===== src/rtl/ysyx_24080006_csr_pkg.sv =====
// Shared constants for the machine-mode CSR/trap block: CSR addresses, op encoding,
// mstatus field positions and reset values.
package ysyx_24080006_csr_pkg;

    localparam int unsigned CSR_ADDR_W = 12;

    localparam logic [CSR_ADDR_W-1:0] CSR_MSTATUS   = 12'h300;
    localparam logic [CSR_ADDR_W-1:0] CSR_MTVEC     = 12'h305;
    localparam logic [CSR_ADDR_W-1:0] CSR_MSCRATCH  = 12'h340;
    localparam logic [CSR_ADDR_W-1:0] CSR_MEPC      = 12'h341;
    localparam logic [CSR_ADDR_W-1:0] CSR_MCAUSE    = 12'h342;
    localparam logic [CSR_ADDR_W-1:0] CSR_MTVAL     = 12'h343;
    localparam logic [CSR_ADDR_W-1:0] CSR_MCYCLE    = 12'hB00;
    localparam logic [CSR_ADDR_W-1:0] CSR_MCYCLEH   = 12'hB80;
    localparam logic [CSR_ADDR_W-1:0] CSR_MINSTRET  = 12'hB02;
    localparam logic [CSR_ADDR_W-1:0] CSR_MINSTRETH = 12'hB82;
    localparam logic [CSR_ADDR_W-1:0] CSR_MVENDORID = 12'hF11;
    localparam logic [CSR_ADDR_W-1:0] CSR_MARCHID   = 12'hF12;

    typedef enum logic [1:0] {
        CSR_NONE = 2'b00,
        CSR_RW   = 2'b01,
        CSR_RS   = 2'b10,
        CSR_RC   = 2'b11
    } csr_op_e;

    localparam int unsigned MSTATUS_MIE    = 3;
    localparam int unsigned MSTATUS_MPIE   = 7;
    localparam logic [31:0] MSTATUS_RESET  = 32'h0000_1800;
    localparam logic [1:0]  MTVEC_VECTORED = 2'b01;

endpackage


===== src/rtl/ysyx_24080006_csr_trap_if.sv =====
// WBU <-> CSR/trap block bundle: CSR access, trap/mret events and the IFU redirect.
interface ysyx_24080006_csr_trap_if #(
    parameter int unsigned XLEN = 32
);
    import ysyx_24080006_csr_pkg::*;

    logic                  csr_valid;
    csr_op_e               csr_op;
    logic [CSR_ADDR_W-1:0] csr_addr;
    logic [XLEN-1:0]       csr_wdata;
    logic [XLEN-1:0]       csr_rdata;
    logic                  csr_illegal;
    logic                  trap_valid;
    logic [XLEN-1:0]       trap_cause;
    logic [XLEN-1:0]       trap_pc;
    logic [XLEN-1:0]       trap_tval;
    logic                  mret_valid;
    logic                  instret;
    logic                  redirect_valid;
    logic [XLEN-1:0]       redirect_pc;

    modport master (
        output csr_valid, csr_op, csr_addr, csr_wdata,
        output trap_valid, trap_cause, trap_pc, trap_tval, mret_valid, instret,
        input  csr_rdata, csr_illegal, redirect_valid, redirect_pc
    );

    modport slave (
        input  csr_valid, csr_op, csr_addr, csr_wdata,
        input  trap_valid, trap_cause, trap_pc, trap_tval, mret_valid, instret,
        output csr_rdata, csr_illegal, redirect_valid, redirect_pc
    );

endinterface


===== src/rtl/ysyx_24080006_csr_counter64.sv =====
// 64-bit event counter with independently writable 32-bit halves; any write
// suppresses the increment for that cycle.
module ysyx_24080006_csr_counter64 (
    input  logic        clock,
    input  logic        reset_n,
    input  logic        inc,
    input  logic        we_lo,
    input  logic        we_hi,
    input  logic [31:0] wdata_lo,
    input  logic [31:0] wdata_hi,
    output logic [31:0] lo,
    output logic [31:0] hi
);

    logic [63:0] cnt_q;

    always_ff @(posedge clock or negedge reset_n) begin
        if (!reset_n) begin
            cnt_q <= '0;
        end else if (we_lo || we_hi) begin
            if (we_lo) cnt_q[31:0]  <= wdata_lo;
            if (we_hi) cnt_q[63:32] <= wdata_hi;
        end else begin
            cnt_q <= cnt_q + 64'(inc);
        end
    end

    assign lo = cnt_q[31:0];
    assign hi = cnt_q[63:32];

endmodule


===== src/rtl/ysyx_24080006_csr_trap.sv =====
// Machine-mode CSR file with trap entry/mret sequencing and a registered PC
// redirect to the IFU. Priority within a cycle: trap > mret > CSR write.
module ysyx_24080006_csr_trap
    import ysyx_24080006_csr_pkg::*;
#(
    parameter int unsigned XLEN         = 32,
    parameter logic [31:0] MVENDORID    = 32'h7973_7978,
    parameter logic [31:0] MARCHID      = 32'd24080006,
    parameter bit          HAS_COUNTERS = 1'b1
) (
    input logic                    clock,
    input logic                    reset_n,
    ysyx_24080006_csr_trap_if.slave bus
);

    localparam bit IS32 = (XLEN == 32);
    // On RV64 the full counter lives at the low address, so both halves are written there.
    localparam logic [CSR_ADDR_W-1:0] CYC_HI_ADDR = IS32 ? CSR_MCYCLEH   : CSR_MCYCLE;
    localparam logic [CSR_ADDR_W-1:0] INS_HI_ADDR = IS32 ? CSR_MINSTRETH : CSR_MINSTRET;

    logic            mie_q, mpie_q;
    logic [XLEN-1:0] mtvec_q, mscratch_q, mepc_q, mcause_q, mtval_q;
    logic            redirect_valid_q;
    logic [XLEN-1:0] redirect_pc_q;
    logic [63:0]     mcycle, minstret;

    logic [XLEN-1:0] mstatus_rd;
    logic [XLEN-1:0] csr_old;
    logic            csr_impl;
    logic            csr_writes;
    logic            csr_illegal;
    logic            csr_we;
    logic [XLEN-1:0] csr_wval;
    logic [63:0]     wval64;
    logic [31:0]     cnt_wdata_hi;
    logic            cyc_we_lo, cyc_we_hi, ins_we_lo, ins_we_hi;
    logic [XLEN-1:0] trap_base;
    logic [XLEN-1:0] trap_target;

    always_comb begin
        mstatus_rd               = XLEN'(MSTATUS_RESET);
        mstatus_rd[MSTATUS_MIE]  = mie_q;
        mstatus_rd[MSTATUS_MPIE] = mpie_q;
    end

    // Address decode and current value of the addressed CSR.
    always_comb begin
        csr_old  = '0;
        csr_impl = 1'b0;
        case (bus.csr_addr)
            CSR_MSTATUS:   begin csr_impl = 1'b1; csr_old = mstatus_rd; end
            CSR_MTVEC:     begin csr_impl = 1'b1; csr_old = mtvec_q; end
            CSR_MSCRATCH:  begin csr_impl = 1'b1; csr_old = mscratch_q; end
            CSR_MEPC:      begin csr_impl = 1'b1; csr_old = mepc_q; end
            CSR_MCAUSE:    begin csr_impl = 1'b1; csr_old = mcause_q; end
            CSR_MTVAL:     begin csr_impl = 1'b1; csr_old = mtval_q; end
            CSR_MVENDORID: begin csr_impl = 1'b1; csr_old = XLEN'(MVENDORID); end
            CSR_MARCHID:   begin csr_impl = 1'b1; csr_old = XLEN'(MARCHID); end
            CSR_MCYCLE:    begin csr_impl = HAS_COUNTERS; csr_old = XLEN'(mcycle); end
            CSR_MINSTRET:  begin csr_impl = HAS_COUNTERS; csr_old = XLEN'(minstret); end
            CSR_MCYCLEH:   begin csr_impl = HAS_COUNTERS && IS32; csr_old = XLEN'(mcycle[63:32]); end
            CSR_MINSTRETH: begin csr_impl = HAS_COUNTERS && IS32; csr_old = XLEN'(minstret[63:32]); end
            default:       begin csr_impl = 1'b0; csr_old = '0; end
        endcase
    end

    // RS/RC with a zero operand is a pure read, so it is legal on read-only CSRs.
    assign csr_writes  = (bus.csr_op == CSR_RW) ||
                         (((bus.csr_op == CSR_RS) || (bus.csr_op == CSR_RC)) && (bus.csr_wdata != '0));
    assign csr_illegal = bus.csr_valid &&
                         (!csr_impl || ((bus.csr_addr[11:10] == 2'b11) && csr_writes));
    assign csr_we      = bus.csr_valid && !csr_illegal && csr_writes &&
                         !bus.trap_valid && !bus.mret_valid;

    always_comb begin
        case (bus.csr_op)
            CSR_RS:  csr_wval = csr_old | bus.csr_wdata;
            CSR_RC:  csr_wval = csr_old & ~bus.csr_wdata;
            default: csr_wval = bus.csr_wdata;
        endcase
    end

    assign bus.csr_rdata   = (csr_illegal || !csr_impl) ? '0 : csr_old;
    assign bus.csr_illegal = csr_illegal;

    always_comb begin
        trap_base   = {mtvec_q[XLEN-1:2], 2'b00};
        trap_target = trap_base;
        if ((mtvec_q[1:0] == MTVEC_VECTORED) && bus.trap_cause[XLEN-1])
            trap_target = trap_base + {bus.trap_cause[XLEN-3:0], 2'b00};
    end

    assign wval64       = 64'(csr_wval);
    assign cnt_wdata_hi = IS32 ? wval64[31:0] : wval64[63:32];
    assign cyc_we_lo    = csr_we && (bus.csr_addr == CSR_MCYCLE);
    assign cyc_we_hi    = csr_we && (bus.csr_addr == CYC_HI_ADDR);
    assign ins_we_lo    = csr_we && (bus.csr_addr == CSR_MINSTRET);
    assign ins_we_hi    = csr_we && (bus.csr_addr == INS_HI_ADDR);

    if (HAS_COUNTERS) begin : g_counters
        ysyx_24080006_csr_counter64 u_mcycle (
            .clock    (clock),
            .reset_n  (reset_n),
            .inc      (1'b1),
            .we_lo    (cyc_we_lo),
            .we_hi    (cyc_we_hi),
            .wdata_lo (wval64[31:0]),
            .wdata_hi (cnt_wdata_hi),
            .lo       (mcycle[31:0]),
            .hi       (mcycle[63:32])
        );

        ysyx_24080006_csr_counter64 u_minstret (
            .clock    (clock),
            .reset_n  (reset_n),
            .inc      (bus.instret),
            .we_lo    (ins_we_lo),
            .we_hi    (ins_we_hi),
            .wdata_lo (wval64[31:0]),
            .wdata_hi (cnt_wdata_hi),
            .lo       (minstret[31:0]),
            .hi       (minstret[63:32])
        );
    end else begin : g_no_counters
        assign mcycle   = '0;
        assign minstret = '0;
    end

    // Architectural state and redirect register; lower-priority actions are dropped.
    always_ff @(posedge clock or negedge reset_n) begin
        if (!reset_n) begin
            mie_q            <= 1'b0;
            mpie_q           <= 1'b0;
            mtvec_q          <= '0;
            mscratch_q       <= '0;
            mepc_q           <= '0;
            mcause_q         <= '0;
            mtval_q          <= '0;
            redirect_valid_q <= 1'b0;
            redirect_pc_q    <= '0;
        end else begin
            redirect_valid_q <= 1'b0;
            if (bus.trap_valid) begin
                mepc_q           <= {bus.trap_pc[XLEN-1:2], 2'b00};
                mcause_q         <= bus.trap_cause;
                mtval_q          <= bus.trap_tval;
                mpie_q           <= mie_q;
                mie_q            <= 1'b0;
                redirect_valid_q <= 1'b1;
                redirect_pc_q    <= trap_target;
            end else if (bus.mret_valid) begin
                mie_q            <= mpie_q;
                mpie_q           <= 1'b1;
                redirect_valid_q <= 1'b1;
                redirect_pc_q    <= mepc_q;
            end else if (csr_we) begin
                case (bus.csr_addr)
                    CSR_MSTATUS: begin
                        mie_q  <= csr_wval[MSTATUS_MIE];
                        mpie_q <= csr_wval[MSTATUS_MPIE];
                    end
                    CSR_MTVEC:    mtvec_q    <= {csr_wval[XLEN-1:2], csr_wval[1] ? 2'b00 : csr_wval[1:0]};
                    CSR_MSCRATCH: mscratch_q <= csr_wval;
                    CSR_MEPC:     mepc_q     <= {csr_wval[XLEN-1:2], 2'b00};
                    CSR_MCAUSE:   mcause_q   <= csr_wval;
                    CSR_MTVAL:    mtval_q    <= csr_wval;
                    default: ;
                endcase
            end
        end
    end

    assign bus.redirect_valid = redirect_valid_q;
    assign bus.redirect_pc    = redirect_pc_q;

endmodule


===== src/flat_wrapper.sv =====
// flat-port wrapper written by rule: the top's interface ports become plain ports
module ysyx_24080006_csr_trap_flat import ysyx_24080006_csr_pkg::*;
#(
    parameter int unsigned XLEN         = 32,
    parameter logic [31:0] MVENDORID    = 32'h7973_7978,
    parameter logic [31:0] MARCHID      = 32'd24080006,
    parameter bit          HAS_COUNTERS = 1'b1
)
  (clock, reset_n, bus_csr_valid, bus_csr_op, bus_csr_addr, bus_csr_wdata, bus_trap_valid, bus_trap_cause, bus_trap_pc, bus_trap_tval, bus_mret_valid, bus_instret, bus_csr_rdata, bus_csr_illegal, bus_redirect_valid, bus_redirect_pc);
  ysyx_24080006_csr_trap_if #(.XLEN(XLEN)) bus_i ();
  input logic clock;
  input logic reset_n;
  input wire logic [$bits(bus_i.csr_valid)-1:0] bus_csr_valid;
  input wire logic [$bits(bus_i.csr_op)-1:0] bus_csr_op;
  input wire logic [$bits(bus_i.csr_addr)-1:0] bus_csr_addr;
  input wire logic [$bits(bus_i.csr_wdata)-1:0] bus_csr_wdata;
  input wire logic [$bits(bus_i.trap_valid)-1:0] bus_trap_valid;
  input wire logic [$bits(bus_i.trap_cause)-1:0] bus_trap_cause;
  input wire logic [$bits(bus_i.trap_pc)-1:0] bus_trap_pc;
  input wire logic [$bits(bus_i.trap_tval)-1:0] bus_trap_tval;
  input wire logic [$bits(bus_i.mret_valid)-1:0] bus_mret_valid;
  input wire logic [$bits(bus_i.instret)-1:0] bus_instret;
  output wire logic [$bits(bus_i.csr_rdata)-1:0] bus_csr_rdata;
  output wire logic [$bits(bus_i.csr_illegal)-1:0] bus_csr_illegal;
  output wire logic [$bits(bus_i.redirect_valid)-1:0] bus_redirect_valid;
  output wire logic [$bits(bus_i.redirect_pc)-1:0] bus_redirect_pc;
  assign bus_i.csr_valid = bus_csr_valid;
  assign bus_i.csr_op = bus_csr_op;
  assign bus_i.csr_addr = bus_csr_addr;
  assign bus_i.csr_wdata = bus_csr_wdata;
  assign bus_i.trap_valid = bus_trap_valid;
  assign bus_i.trap_cause = bus_trap_cause;
  assign bus_i.trap_pc = bus_trap_pc;
  assign bus_i.trap_tval = bus_trap_tval;
  assign bus_i.mret_valid = bus_mret_valid;
  assign bus_i.instret = bus_instret;
  assign bus_csr_rdata = bus_i.csr_rdata;
  assign bus_csr_illegal = bus_i.csr_illegal;
  assign bus_redirect_valid = bus_i.redirect_valid;
  assign bus_redirect_pc = bus_i.redirect_pc;
  ysyx_24080006_csr_trap #(.XLEN(XLEN), .MVENDORID(MVENDORID), .MARCHID(MARCHID), .HAS_COUNTERS(HAS_COUNTERS)) u_core (.clock(clock), .reset_n(reset_n), .bus(bus_i));
endmodule

===== config.mk =====
export PLATFORM = sky130hd
export DESIGN_NAME = ysyx_24080006_csr_trap_flat
export DESIGN_NICKNAME = d
export VERILOG_FILES = /design/src/rtl/ysyx_24080006_csr_pkg.sv /design/src/rtl/ysyx_24080006_csr_trap_if.sv /design/src/rtl/ysyx_24080006_csr_counter64.sv /design/src/rtl/ysyx_24080006_csr_trap.sv /design/src/flat_wrapper.sv
export SDC_FILE = /design/constraint.sdc
export NUM_CORES = 1
export LEC_CHECK = 0
export CAP_MARGIN = 20
export CORE_UTILIZATION = 40
export CTS_CLUSTER_DIAMETER = 100
export CTS_CLUSTER_SIZE = 24
export DETAILED_ROUTE_END_ITERATION = 8
export PLACE_DENSITY = 0.58
export SETUP_SLACK_MARGIN = 0.02
export SLEW_MARGIN = 20
export SYNTH_ARGS = -nofsm -noshare
export SYNTH_HDL_FRONTEND = slang
export SYNTH_SLANG_ARGS = --single-unit

===== constraint.sdc =====
create_clock -name clock -period 6.6 [get_ports clock]
set_input_delay 0.66 -clock clock [delete_from_list [all_inputs] [get_ports clock]]
set_output_delay 0.66 -clock clock [all_outputs]
set_load 0.05 [all_outputs]

==> results of run 1 <==
[how the worst max path moves through the flow]
stage	from	to	slack [ps]
after floorplan	bus_csr_addr[1]	bus_csr_rdata[10]	1940
final	bus_csr_addr[3]	bus_csr_rdata[16]	1070
after global routing	bus_csr_addr[5]	bus_csr_rdata[28]	900
after CTS	bus_csr_addr[5]	bus_csr_rdata[4]	1100
after global placement	bus_csr_addr[5]	bus_csr_rdata[13]	1130
after detailed placement	bus_csr_addr[2]	bus_csr_rdata[4]	1120
[critical path, delay by kind of cell]
kind	cells	cell delay, ps
AND/OR/NAND/NOR	5	2060
AO/OA/AOI/OAI	2	470
buffers and inverters	3	1650
[cell type report]
class	count	area share (%)
clock inverters	4	0.211
clock buffers	21	2.08
multi-input cells	2000	49.0
repair buffers	278	11.2
well taps	672	3.54
inverters	30	0.474
flip-flops and latches	318	33.5
[state kept, by name, indices dropped and copies added, names as in the netlist, 30 cells and up]
register and cells:
u_core.g_counters.u_mcycle.cnt_q 64, u_core.bus.redirect_pc 30, u_core.mepc_q 30, u_core.mtvec_q 31
u_core.mtval_q 32, u_core.mcause_q 32, u_core.g_counters.u_minstret.cnt_q 64, u_core.mscratch_q 32
[cell usage after synthesis (17+ instances only)]
| cell | n |
|---|---|
| a21oi_1 | 248 |
| nor4_1 | 18 |
| a22o_1 | 25 |
| xor2_1 | 24 |
| a21o_1 | 23 |
| nor2b_1 | 26 |
| nand3_1 | 67 |
| o21ai_0 | 285 |
| o31ai_1 | 18 |
| inv_1 | 30 |
| nor3_1 | 46 |
| a22oi_1 | 42 |
| a211oi_1 | 38 |
| xnor2_1 | 30 |
| nand4_1 | 50 |
| ha_1 | 32 |
| a31oi_1 | 27 |
| buf_2 | 47 |
| a221oi_1 | 37 |
| a222oi_1 | 18 |
| o31a_1 | 17 |
| and3_1 | 42 |
| dfrtp_1 | 318 |
| mux2i_1 | 35 |
| o21ai_1 | 28 |
| nand2_1 | 408 |
| o22ai_1 | 18 |
| nor2_1 | 211 |
| clkbuf_1 | 111 |
[cell families after synthesis]
kind of cell    synth area share, %
compound gates                 27.2
simple gates                   22.2
mux                            2.61
fa+ha+maj                      2.07
flops                          39.2
other cells                  0.0185
buf+inv                        4.37
xor+xnor                       2.33
[stage by stage]
step / utilization [%] / setup WS, ps / instance area [um2]
CTS: 47.3 / 1100 / 23700
floorplan: - / 1940 / 20300
finish: 47.3 / 1070 / 23700
global route: 47.3 / 904 / 23700
detailed placement: 46.2 / 1120 / 23200
global placement: 46.2 / 1130 / 23200
[power breakdown]
group | internal [W] | total [W] | leakage [nW] | switching [W]
Combinational | 0.000238 | 0.000645 | 5.07 | 0.000407
Clock | 0.000550 | 0.00129 | 0.265 | 0.000744
Sequential | 0.00204 | 0.00215 | 4.05 | 0.000112
Total | 0.00283 | 0.00409 | 9.39 | 0.00126
[metal layers]
| metal | GRT usage (%) | share of wire (%) | vias to the layer above |
|---|---|---|---|
| li1 | - | - | 9478 |
| met1 | 51.1 | 43 | 10400 |
| met2 | 53.8 | 43 | 1152 |
| met3 | 5.25 | 9.5 | 154 |
| met4 | 12.5 | 4.0 | 0 |
| met5 | 0 | 0 | - |
==> impl_results.md, run 1 <==
- Status: completed
- Total GRT Usage: between 30% and 40%
- Period utilization: a little over four fifths
- R2R cell count: 11
- Largest stage delay, worst path: 820 ps
- Max Freq: ~180 MHz
- Vias after detailed routing: 21200
- PD cells: 172 mW/mm2
- Synth Flop Type: dfrtp_1
- Layout area overhead: 16.8%
- WL final: 92800 um
- DIE AREA: 0.0517 mm2
- Worst-path cell with the longest stage delay: clkdlybuf4s50_1
- Gp weighted congestion: between 0.9 and 1
- Clock-pin transition on the worst setup and hold timing paths: around 100 ps
- Critical path class: in2out
- Layout cells sized above 1: under 10%
- I/O Pins: approximately 210
- Post-CTS setup buffer count: 0
- Vias in the first global route: around 20000
- Register area: between 0.007 and 0.008 mm2
- Drt drc: 0
- Unrepaired setup endpoints after global routing: false
- EDFF count, synth: 0
- Clock root cell: clkbuf_16
- Worst Path Required: 5940 ps
- Core area: about 0.05 mm2
- CP cell instances: clkdlybuf4s50_1 -> or4_1 -> buf_4 -> or4_1 -> a21boi_2 -> and2_1 -> o21a_1 -> or2_2 -> nor2b_1 -> clkdlybuf4s50_1
- R2r setup slk: about 2900 ps
- Drt initial violations: about 2700
- DIE HEIGHT: around 230 um
- Post-Place Cells: around 3300
- Synth area leaders: dfrtp_1, nand2_1, o21ai_0
- GR Overflow Total: 0
- Max clock buf depth: 3
- H-tree depth: 1
- Hold_buf cts: 0
- Most common cell after layout, fill and taps aside: nand2_1
- Slew Limit Fails: 0
- Leak: ~9.4 nW
- WP data arrival: a little under 5000 ps
- Syn Area/Cell: roughly 8 um2
- First-pass GRT wire length: ~130000 um
- Yosys reg bits: roughly 320
- Reg2reg end: u_core.g_counters.u_minstret.cnt_q[60]$_DFFE_PN0P_
- CTS buffer count: 18
- Largest net degree at the start of global routing: 160
- Most frequent cells in the layout: nand2_1, dfrtp_1, o21ai_0
- Worst Setup End Kind: output pin
- Clk sinks: between 300 and 400
- Worst Clk Skew: ~27 ps
- Crit start category: primary input
- CTS tree: built
- Setup TNS: 0 ps
- Asr flop ratio synth: 100%
- Routed wire per std cell: between 20 and 30 um
- # fillers: just under 5000
- IO Port Bufs: between 200 and 250
- Initial antenna violation count: 2
- Initial Utilization: between 40 and 50%
- Post-DP HPWL: 69300 um
- Placement row count: just over 80
- Max Cap Viol: 0
- Clock Latency Late Sink: around 550 ps
- ANT cells: 0
- Final setup vio count: 0
- Die X: between 200 and 250 um
- Post-route ant nets: 0
- Hold Vio Cnt, Final: 0
- Final #Nets: 2827
- Worst hold slack: ~72 ps
- Worst vdd ir: about 0.14 mV
- Area of the multi-input gates: 0.0116 mm2
- Minimum clock period: between 5000 and 6000 ps
- Cell variety after synth: 81
- Avg Vias per Cell: between 6 and 7
- Hold Path Class: in2async
- Worst-Margin Slew: ~1200 ps
- Post-CTS sizing: 0
- Gate Count Post-Synth: between 2000 and 3000
- Top-area cell type share of the netlist area: roughly 39%
- Yosys warnings: 0
- Final cell count without fillers: ~3300
- Start of the worst register-to-register path: u_core.g_counters.u_minstret.cnt_q[0]$_DFFE_PN0P_
- Slew Limit Headroom: between 20% and 30%
- Synthesized area: about 0.02 mm2
- Max FO, Critical Path: 26
- First-pass DRT Iterations: 6
- Synth area leader: dfrtp_1
- Part of the Yosys area used for sequential elements: just under 40%
- Final total power: about 0.0041 W
Power figures use the tool's default switching activity.
==> inputs of run 2 (changes only) <==
==> constraint.sdc (replaced) <==
create_clock -name clock -period 5.7 [get_ports clock]
set_input_delay 0.57 -clock clock [delete_from_list [all_inputs] [get_ports clock]]
set_output_delay 0.57 -clock clock [all_outputs]
set_load 0.05 [all_outputs]
==> run 2 against run 1 <==
- sequential share of layout area decreased by 0.54 points
- via count increased by 0.22%
- cell area increased by 1.6%
- total power increased by 16%
- utilization increased by 0.78 points
- worst setup slack got worse by 200 ps
- cell count increased by 0.27%
- count of clock-buffer cells in the layout unchanged
- flip-flop and latch count unchanged
- critical path depth increased by 1
- largest power group unchanged
==> impl_results.md, run 2 (synthesis results as in run 1) <==
- Status: completed (unchanged)
- Most common cell after layout, fill and taps aside: nand2_1 (unchanged)
- # fillers: 4935 (was 4964)
- Worst-Margin Slew: 1160 ps (about the same)
- I/O Pins: 214 (unchanged)
- DIE AREA: 0.0517 mm2 (unchanged)
- Clock-pin transition on the worst setup and hold timing paths: 100 ps (about the same)
- Max Cap Viol: 0 (unchanged)
- Routed wire per std cell: 28.0 um (was 27.9 um)
- Critical path class: in2out (unchanged)
- Clock root cell: clkbuf_16 (unchanged)
- Minimum clock period: around 4800 ps
- WL final: 93200 um (was 92800 um)
- Worst vdd ir: 0.160 mV (was 0.144 mV)
- First-pass GRT wire length: 135000 um (was 134000 um)
- Most frequent cells in the layout: nand2_1, dfrtp_1, o21ai_0 (unchanged)
- Final #Nets: 2835 (was 2827)
- Initial Utilization: 40.5% (unchanged)
- DIE HEIGHT: 227 um (unchanged)
- Final setup vio count: 0 (unchanged)
- Final total power: 0.00474 W (was 0.00409 W)
- Area of the multi-input gates: 0.0116 mm2 (unchanged)
- Post-CTS setup buffer count: 0 (unchanged)
- WP data arrival: 4260 ps (was 4870 ps)
- Register area: 0.00796 mm2 (unchanged)
- Largest net degree at the start of global routing: 126 (was 160)
- Total GRT Usage: 35.9% (was 35.5%)
- Layout area overhead: 18.7% (was 16.8%)
- H-tree depth: 1 (unchanged)
- Max Freq: a little over 200 MHz
- Drt initial violations: 2735 (was 2729)
- Slew Limit Fails: 0 (unchanged)
- IO Port Bufs: 209 (unchanged)
- Drt drc: 0 (unchanged)
- Die X: 227 um (unchanged)
- Setup TNS: 0 ps (unchanged)
- Vias in the first global route: 19800 (was 19700)
- Post-route ant nets: 0 (unchanged)
- Clock Latency Late Sink: 550 ps (about the same)
- CTS tree: built (unchanged)
- Clk sinks: 318 (unchanged)
- Max clock buf depth: 3 (unchanged)
- Hold Vio Cnt, Final: 0 (unchanged)
- Vias after detailed routing: 21200 (about the same)
- CTS buffer count: 18 (unchanged)
- Initial antenna violation count: 2 (unchanged)
- Worst Clk Skew: 24.3 ps (was 26.7 ps)
- PD cells: 197 mW/mm2 (was 172 mW/mm2)
- Post-DP HPWL: 70300 um (was 69300 um)
- GR Overflow Total: 0 (unchanged)
- Gp weighted congestion: 0.979 (was 0.990)
- Worst hold slack: 473 ps (was 71.5 ps)
- Worst Path Required: 5130 ps (was 5940 ps)
- Post-CTS sizing: 0 (unchanged)
- Unrepaired setup endpoints after global routing: false (unchanged)
- Avg Vias per Cell: 6.37 (was 6.38)
- Crit start category: primary input (unchanged)
- Layout cells sized above 1: 7.63% (was 6.34%)
- Leak: 9.58 nW (was 9.39 nW)
- Top Registers: u_core.g_counters.u_mcycle.cnt_q: 64 flops, u_core.g_counters.u_minstret.cnt_q: 64 flops (unchanged)
- ANT cells: 0 (unchanged)
- Max FO, Critical Path: 15 (was 26)
- Placement row count: 82 (unchanged)
- First-pass DRT Iterations: 8 (was 6)
- Core area: 0.0502 mm2 (unchanged)
- Slew Limit Headroom: 22.7% (was 22.3%)
- Period utilization: between 80% and 90%
- Worst Setup End Kind: output pin (unchanged)
- Hold Path Class: in2reg (was in2async)
[run 2: changes by cell type in the layout (fill, tap and decap cells not counted), sizes merged]
cell and delta:
inv -1, clkinv +1, buf +35, clkinvlp +1, clkdlybuf4s50 -28, dlygate4sd3 +1
[run 2: final cells by class]
class,count,area share (%)
Timing Repair Buffer,286,12.5
Clock buffer,21,2.08
Tap cell,672,3.49
Multi-Input combinational cell,2000,48.2
Clock inverter,5,0.223
Inverter,30,0.467
Sequential cell,318,33.0
[run 2: stage by stage]
step	setup slack [ps]	std cells	instance area (um2)	util, %
after global routing	835	3332	24100	48.1
after floorplan	1220	2529	20300	-
after global placement	914	3304	23500	46.9
after detailed placement	868	3304	23500	46.9
final	866	3332	24100	48.1
after CTS	992	3331	24100	48.0
[run 2: per-layer routing]
metal  vias up  track usage, %  share of wire (%)
met4         2            12.7                4.0
met5         -               0              0.016
met2      1148            54.5                 44
met1     10400            51.4                 43
met3       174            5.65                9.1
li1       9500               -                  -
[run 2: where the power goes]
part           total (W)  internal (W)  switching, W
clock            0.00151      0.000647      0.000862
sequential       0.00249       0.00236      0.000126
combinational   0.000747      0.000276      0.000471
total            0.00474       0.00328       0.00146
[run 2: critical path, cell delays in order]
cell and delay (ps):
clkdlybuf4s50_1 690, or3_1 380, nor4_2 60, buf_4 260, and2_1 400, buf_4 270, a222oi_1 520, nand2_1 130
a21oi_1 590, nor2_1 160, buf_12 190
[run 2: worst paths after layout]
check	startpoint	endpoint	slack, ps	cells past startpoint
max	bus_csr_addr[3]	bus_csr_rdata[12]	870	11
min	bus_trap_valid	u_core.bus.redirect_pc[26]$_DFFE_PN0P_	470	3
max reg2reg	u_core.g_counters.u_mcycle.cnt_q[0]$_DFFE_PN0P_	u_core.g_counters.u_mcycle.cnt_q[54]$_DFFE_PN0P_	1710	10
min reg2reg	u_core.mie_q$_DFFE_PN0P_	u_core.mie_q$_DFFE_PN0P_	500	2
max in group asynchronous	reset_n	u_core.mcause_q[3]$_DFFE_PN0P_	3770	3
min in group asynchronous	reset_n	u_core.g_counters.u_minstret.cnt_q[8]$_DFFE_PN0P_	570	2
[run 2: timing repair]
action | 4_1_cts | 5_1_grt
hold endpoints to repair | 13 | 0
setup endpoints to repair | 0 | 0
hold buffers | 1 | 0
